$ cat src/rtl/norm_x32.sv
// norm_x32: iterative left-normalizer for a 32-bit operand.
// A captured operand is shifted left in five binary-search steps (16, 8, 4,
// 2, 1) until bit 31 is set, accumulating the shift count as the
// leading-zero count. Latency is fixed at five STEP cycles regardless of data.
module norm_x32 (
  input  logic        Clk,
  input  logic        Reset,
  input  logic        Start,
  input  logic [31:0] X,
  output logic        Busy,
  output logic        Done,
  output logic [31:0] Y,
  output logic [4:0]  Sa,
  output logic        IsZero
);

  typedef enum logic [1:0] {
    S_IDLE = 2'd0,
    S_STEP = 2'd1,
    S_DONE = 2'd2
  } state_t;

  // Index of the last normalization step (amount 1).
  localparam logic [2:0] LAST_STEP = 3'd4;

  state_t      state_q, state_d;
  logic [2:0]  k_q, k_d;
  logic [31:0] y_q, y_d;
  logic [4:0]  sa_q, sa_d;
  logic        iszero_q, iszero_d;

  // Shift amount for the current step and whether the top bits it would
  // discard are all zero.
  logic [4:0]  step_amt;
  logic        top_zero;

  // Decode step index k into shift amount 16>>k and test the top window.
  always_comb begin
    // NOTE: every signal written here gets a default first, so no path can
    // leave it unassigned and infer a latch.
    step_amt = 5'd0;
    top_zero = 1'b0;
    case (k_q)
      3'd0: begin step_amt = 5'd16; top_zero = (y_q[31:16] == 16'd0); end
      3'd1: begin step_amt = 5'd8;  top_zero = (y_q[31:24] == 8'd0);  end
      3'd2: begin step_amt = 5'd4;  top_zero = (y_q[31:28] == 4'd0);  end
      3'd3: begin step_amt = 5'd2;  top_zero = (y_q[31:30] == 2'd0);  end
      3'd4: begin step_amt = 5'd1;  top_zero = (y_q[31] == 1'b0);     end
      default: begin step_amt = 5'd0; top_zero = 1'b0; end
    endcase
  end

  // Next-state and datapath update for the IDLE/STEP/DONE sequence.
  always_comb begin
    state_d  = state_q;
    k_d      = k_q;
    y_d      = y_q;
    sa_d     = sa_q;
    iszero_d = iszero_q;

    case (state_q)
      S_IDLE: begin
        if (Start) begin
          y_d      = X;
          sa_d     = 5'd0;
          k_d      = 3'd0;
          iszero_d = 1'b0;
          state_d  = S_STEP;
        end
      end

      S_STEP: begin
        // Sum of all step amounts is 31, so the 5-bit count never wraps.
        if (top_zero) begin
          y_d  = y_q << step_amt;
          sa_d = sa_q + step_amt;
        end
        if (k_q == LAST_STEP) begin
          k_d      = 3'd0;
          iszero_d = (y_d == 32'd0);
          state_d  = S_DONE;
        end else begin
          k_d = k_q + 3'd1;
        end
      end

      S_DONE: begin
        // Start arriving here is deliberately dropped, not queued.
        state_d = S_IDLE;
      end

      default: begin
        state_d = S_IDLE;
        k_d     = 3'd0;
      end
    endcase
  end

  // State and datapath registers; synchronous reset wins over everything.
  always_ff @(posedge Clk) begin
    // NOTE: sequential state uses non-blocking assignments so every register
    // samples the pre-edge values, independent of statement order.
    if (Reset) begin
      state_q  <= S_IDLE;
      k_q      <= 3'd0;
      y_q      <= 32'd0;
      sa_q     <= 5'd0;
      iszero_q <= 1'b0;
    end else begin
      state_q  <= state_d;
      k_q      <= k_d;
      y_q      <= y_d;
      sa_q     <= sa_d;
      iszero_q <= iszero_d;
    end
  end

  assign Busy   = (state_q == S_STEP);
  assign Done   = (state_q == S_DONE);
  assign Y      = y_q;
  assign Sa     = sa_q;
  assign IsZero = iszero_q;

endmodule

$ cat config.mk
export PLATFORM = sky130hd
export DESIGN_NAME = norm_x32
export DESIGN_NICKNAME = d
export VERILOG_FILES = /design/src/rtl/norm_x32.sv
export SDC_FILE = /design/constraint.sdc
export NUM_CORES = 1
export LEC_CHECK = 0
export ABC_AREA = 1
export BUFFER_PORTS_ARGS = -buffer_cell sky130_fd_sc_hd__buf_2
export CAP_MARGIN = 20
export CELL_PAD_IN_SITES_DETAIL_PLACEMENT = 1
export CELL_PAD_IN_SITES_GLOBAL_PLACEMENT = 1
export CORE_MARGIN = 1
export CORE_UTILIZATION = 39
export CTS_BUF_LIST = sky130_fd_sc_hd__clkbuf_16
export DETAILED_ROUTE_END_ITERATION = 10
export PLACE_DENSITY_LB_ADDON = 0.1
export SYNTH_ARGS = -nofsm -noshare
export SYNTH_HDL_FRONTEND = slang
export SYNTH_SLANG_ARGS = --single-unit
$ cat constraint.sdc
create_clock -name Clk -period 3.33 [get_ports Clk]
set_clock_uncertainty 0.1 [all_clocks]
set_input_delay 0.4995 -clock Clk [delete_from_list [all_inputs] [get_ports Clk]]
set_output_delay 0.4995 -clock Clk [all_outputs]
set_load 0.005 [all_outputs]
==> Yosys cells after proc, flatten, opt, wreduce, memory -nomap -nowiden <==
Index checks and enable logic that the tools add are counted.
{ "classes": {"add_sub_neg": 2, "n_eq_ne": 9, "shifts": 1, "muxes": 18, "bitwise_logic": 2, "n_reduce_logical": 13} }
{ "op_table": {"columns": ["op", "count"], "rows": [
  ["$mux 32", 3],
  ["$pmux 32 s2", 1],
  ["$logic_not 32->1", 1],
  ["$shl 32x5->32", 1],
  ["$pmux 5 s5", 1],
  ["$logic_not 16->1", 1],
  ["$mux 5", 2],
  ["$pmux 5 s2", 1],
  ["$pmux 3 s3", 1],
  ["$logic_not 8->1", 1],
  ["$eq 3x2->1 const B", 2],
  ["$mux 3", 2],
  ["$reduce_and 2->1", 3],
  ["$reduce_and 3->1", 2],
  ["$add 5x5->5", 1],
  ["$pmux 1 s5", 1],
  ["$logic_not 2->1", 2],
  ["$logic_not 4->1", 1],
  ["$mux 2", 2],
  ["$ne 2x1->1 const B", 2],
  ["$pmux 2 s2", 1],
  ["$add 3x1->3 const B", 1],
  ["$eq 3x1->1 const B", 1],
  ["$eq 3x3->1 const B", 1],
  ["other kinds (8)", 10]
]} }
{ "word_totals": {"ff_bits": 43, "out_inout_bits": 40, "wordCells": 50} }

==> Longest topological paths before layout <==
{ "depth": {"word_depth": 8, "ltp_mapped": 21, "depth_no_buf": 19} }

==> Worst setup path before layout <==
OpenSTA, ideal clock, no wires.
{ "synth_timing": {"kind": "reg2reg", "start": "register k_q[0]", "end": "register sa_q[4] (netlist: Sa[4])", "setup_ns": 0.116, "arrival_time_ns": 2.391, "required_ns": 3.114, "slack_ns": 0.723, "path_stages_with_launch": 16, "path_buffers": 2, "period_less_slack_ns": 2.607, "path_cell_list": "dfxtp_1 inv_1 ha_1 nand2_2 buf_6 buf_6 inv_1 ha_1 fa_1 nand2_1 inv_1 o21ai_0 nand2_1 or2_2 a21oi_1 nor2_1"} }
{ "synth_via": {"elab_chain_cells": 5, "word_cells_on_any_way": 12} }
{ "synth_rtl": {"columns": ["item", "line_no", "rtl"], "rows": [
  ["start, declared", "27", "logic [2:0] k_q, k_d;"],
  ["start signal, assigned", "111", "k_q <= k_d;"],
  ["$eq 3x3->1 (tied with other cells)", "43", "case (k_q)"],
  ["$pmux 5 s5", "43", null],
  ["$add 5x5->5", "76", "sa_d = sa_q + step_amt;"],
  ["$mux 5", "74", "if (top_zero) begin"],
  ["$pmux 5 s2", "61", "case (state_q)"],
  ["end signal, assigned", "107", "sa_q <= 5'd0;"],
  ["end signal, assigned", "113", "sa_q <= sa_d;"],
  ["end, declared", "29", "logic [4:0] sa_q, sa_d;"]
]} }
Several ways; a longest one is shown, not always the timed one. The select of a mux whose other input is x is not followed.
A chain may end at the register's enable or synchronous reset.

==> Final worst setup path <==
{ "layout_timing": {"start": "register k_q[2]", "end": "register iszero_q (netlist: IsZero)"} }
{ "layout_via": {"elab_chain_cells": 8, "word_cells_on_any_way": 15} }
{ "layout_rtl": {"columns": ["item", "line_no", "rtl"], "rows": [
  ["$eq 3x3->1 (tied with other cells)", "43, 78", null],
  ["$pmux 5 s5", "43", null],
  ["$shl 32x5->32", "75", "y_d = y_q << step_amt;"],
  ["$mux 32", "74", null],
  ["$mux 32", "61", null],
  ["$logic_not 32->1", "80", "iszero_d = (y_d == 32'd0);"],
  ["$mux 1", "78", "if (k_q == LAST_STEP) begin"],
  ["$pmux 1 s2", "61", null],
  ["end signal, assigned", "114", "iszero_q <= iszero_d;"],
  ["end, declared", "30", "logic iszero_q, iszero_d;"]
]} }
Several ways; a longest one is shown, not always the timed one. The select of a mux whose other input is x is not followed.

==> flow_summary.rst <==
.. list-table::
   :header-rows: 1

   * - Metric
     - Value
   * - Run status
     - complete, no violations
   * - Peak ir drop on the vdd network
     - 0.283 mV
   * - First-pass iteration count of the detailed router
     - 7
   * - Final-report max-slew violation count
     - 0
   * - Leakage
     - 2.55 nW
   * - Largest net degree at the start of global routing
     - 41
   * - Net count of the finished layout
     - 901
   * - CP Data Required Time
     - 3.46 ns
   * - Remaining Overflow, GRT
     - 0
   * - Sequential fraction of design power
     - 28.0%
   * - Post-layout min period
     - 3.16 ns
   * - Post-DR vias/cell
     - 5.93
   * - Critical Path Start Type
     - flop
   * - Worst Hold Class
     - in -> reg
   * - Number of vias in the routed layout
     - 5,914
   * - Routed Antenna Nets
     - 0
   * - GP Congestion
     - 0.967
   * - 1st-iter DRT viols
     - 543
   * - Final period utilization
     - 94.8%
   * - Net Sw Power
     - 1.08 mW
   * - Via count of the first global-routing pass
     - 5,624
   * - Initial Utilization
     - 40.7%
   * - Setup repair bufs after CTS
     - 0
   * - Ports placed on the boundary
     - 75
   * - Internal cell power
     - 1.28 mW
   * - Cell area reported after detailed placement
     - 4890 sq um
   * - Worst-margin pin slew
     - 0.787 ns
   * - Deepest level of the CTS H-tree
     - 2
   * - Initial antenna violation count
     - 0
   * - Total GRT Usage
     - 35.6%
   * - Inserted Clock Buffers
     - 5
   * - Sum of net half-perimeters after detailed placement
     - 15.5 mm
   * - Port-buffer cells
     - 74
   * - Buffer cell driving the clock tree root
     - clkbuf_16
   * - Fill cell instance count of the final layout
     - 1,596
   * - Cells after DPL
     - 987
   * - Category of the most critical setup path
     - reg -> reg
   * - # DRC
     - 0
   * - Tightest slew margin relative to the limit
     - 47.5%
   * - Cell area power density
     - 462 nW/um^2
   * - Maximum clock frequency
     - 0.317 GHz
   * - Die width
     - 109 um
   * - Core Util, Final
     - 46.5%
   * - Number of standard cells in the final layout excluding fillers
     - 997
   * - Clock tree from TritonCTS
     - built
   * - Die ar.
     - 11,900 sq um
   * - Average detailed-routed wire length per instance
     - 21.0 um
   * - Area delta synth->final
     - 14.3%
   * - Crit-path max FO
     - 14
   * - Fraction of power spent switching nets
     - 45.8%
   * - Global-route wire length before repair
     - 31.3 mm
   * - Synthesis warning total
     - 0
   * - Max Cap Violations
     - 0
   * - CP Data Arrival Time
     - 3.29 ns
   * - Post-route standard cell area excluding fillers
     - 5110 sq um
   * - Type of destination of the critical path
     - flop
   * - Share of final-layout standard cells stronger than drive strength 1
     - 14.7%
   * - Clock slew seen by the registers of the worst setup and hold paths
     - 0.07 ns
   * - Distinct cells, synth
     - 38
   * - Clk network pwr share
     - 24.9%
   * - Antenna diode count
     - 0
   * - Vertical die dimension
     - 109 um
   * - Mapped Avg Cell Area
     - 5.55 sq um
   * - Number of rows in the core area
     - 38
   * - Tightest hold margin
     - 0.403 ns
   * - Final TNS setup
     - 0 ns
   * - Routed wire length
     - 20.9 mm
   * - Source-to-sink clock delay at the later pin of the worst-skew pair
     - 0.31 ns
   * - Area of the placeable core
     - 11,000 sq um
   * - Maximum clock insertion buffer count
     - 2
   * - Final setup vio count
     - 0
   * - Sequential-to-total area share from yosys stat
     - 19.3%
   * - Cell count after synthesis
     - 806
   * - Cell Area, Synth
     - 4470 sq um
   * - Final hold violation count
     - 0
   * - Flops & latches, synth
     - 43
   * - # clock sinks
     - 43
   * - Combinational power share
     - 47.1%
   * - Total nets after synthesis
     - 851
[placed cells by master (no fill, tap or decap), types with 3 or more instances in the layout]
master,instances
nand2_1,258
nand3_2,3
ha_1,8
nor2_2,4
inv_1,56
nand3_1,150
clkbuf_16,5
o21ai_1,21
inv_2,5
nor2_1,58
buf_2,74
o21ai_0,43
clkinv_1,3
dfxtp_1,43
a21oi_1,45
buf_4,18
o211ai_1,22
nand4_1,10
[layout make-up]
type	instances	area [sq um]	area share, %
clock buffers	5	125	2.45
clock inverters	3	43.8	0.857
inverters	64	240	4.70
multi-input cells	649	3140	61.4
flip-flops and latches	43	861	16.9
well taps	140	175	3.43
repair buffers	93	526	10.3
[flip-flops by register name, indices dropped and copies added (netlist names)]
name,cells
Sa,5
k_q,3
IsZero,1
Y,32
state_q,2
[per-layer routing]
layer  wire, um  GRT usage [%]  vias to the layer above
met1       9470           49.1                     2831
met3       1530           6.63                       48
met4        665           12.8                        0
met5          0              0                        -
met2       9270           54.7                      260
li1           -              -                     2775
[logic make-up after synthesis]
logic type	Yosys count	synth area share [%]
xor gates and xnor gates	2	0.392
buffers and inverters	116	11.7
AOI/OAI and AO/OA	139	17.4
and+or+nand+nor	496	48.3
adders and majority gates	10	2.97
DFF	43	19.3
[through the flow]
stage,power (mW),worst slack (ns)
after global placement,1.69,0.217
after floorplan,1.35,0.723
after CTS,2.32,0.0111
after detailed placement,1.72,0.0573
after global routing,2.50,-0.00666
final,2.36,0.172
[synth_stat cells (all sizes together)]
| cell type | count | area share, % |
|---|---|---|
| o21ai | 66 | 7.6 |
| and2 | 1 | 0.14 |
| nor3 | 2 | 0.22 |
| nand3 | 153 | 17 |
| buf | 26 | 4.1 |
| or2 | 2 | 0.28 |
| nand2 | 261 | 22 |
| nand3b | 2 | 0.34 |
| fa | 1 | 0.45 |
| xnor2 | 1 | 0.20 |
| a21oi | 46 | 5.2 |
| nand4 | 10 | 1.4 |
| o22ai | 2 | 0.28 |
| o211a | 1 | 0.22 |
| o211ai | 22 | 3.7 |
| clkbuf | 26 | 2.2 |
| clkinv | 3 | 0.25 |
| nor4 | 1 | 0.14 |
| xor2 | 1 | 0.20 |
| a2bb2oi | 1 | 0.20 |
| nor2 | 64 | 6.1 |
| dfxtp | 43 | 19 |
| inv | 61 | 5.1 |
| ha | 9 | 2.5 |
| a21o | 1 | 0.17 |
[timing repair]
action                                  CTS  global route
endpoints found under the setup margin    0            18
gates resized for setup                   0             6
endpoints found under the hold margin     0             0
hold buffers                              0             0
[path summary, 6_finish.rpt]
check / start / to / slack [ns] / depth (start not counted)
max reg2reg: k_q[2]$_SDFFE_PP0P_ / IsZero$_SDFFE_PP0P_ / 0.17 / 16
max: k_q[2]$_SDFFE_PP0P_ / IsZero$_SDFFE_PP0P_ / 0.17 / 16
min reg2reg: Y[12]$_SDFFE_PP0P_ / Y[12]$_SDFFE_PP0P_ / 0.42 / 2
min: X[19] / Y[19]$_SDFFE_PP0P_ / 0.40 / 3
[critical path, cell delays in order, from the launching register on]
cell	delay, ns
dfxtp_1	0.52
inv_2	0.14
ha_1	0.35
nand2_1	0.11
o21ai_0	0.10
inv_1	0.10
nand3_2	0.18
nor2_2	0.35
nor2_4	0.18
or2_2	0.30
nand2_1	0.08
nand2_1	0.05
nor2_1	0.10
nand2_1	0.08
nor2_1	0.12
nand3_1	0.09
a21oi_1	0.13
[power by group through the flow]
stage	logic, mW	registers (mW)	clock network, mW
global placement	1.03	0.663	0
floorplan	0.709	0.639	0
finish	1.11	0.661	0.589
detailed placement	1.06	0.667	0
global route	1.22	0.667	0.615
CTS	1.07	0.656	0.603
(Power assumes the default switching activity.)
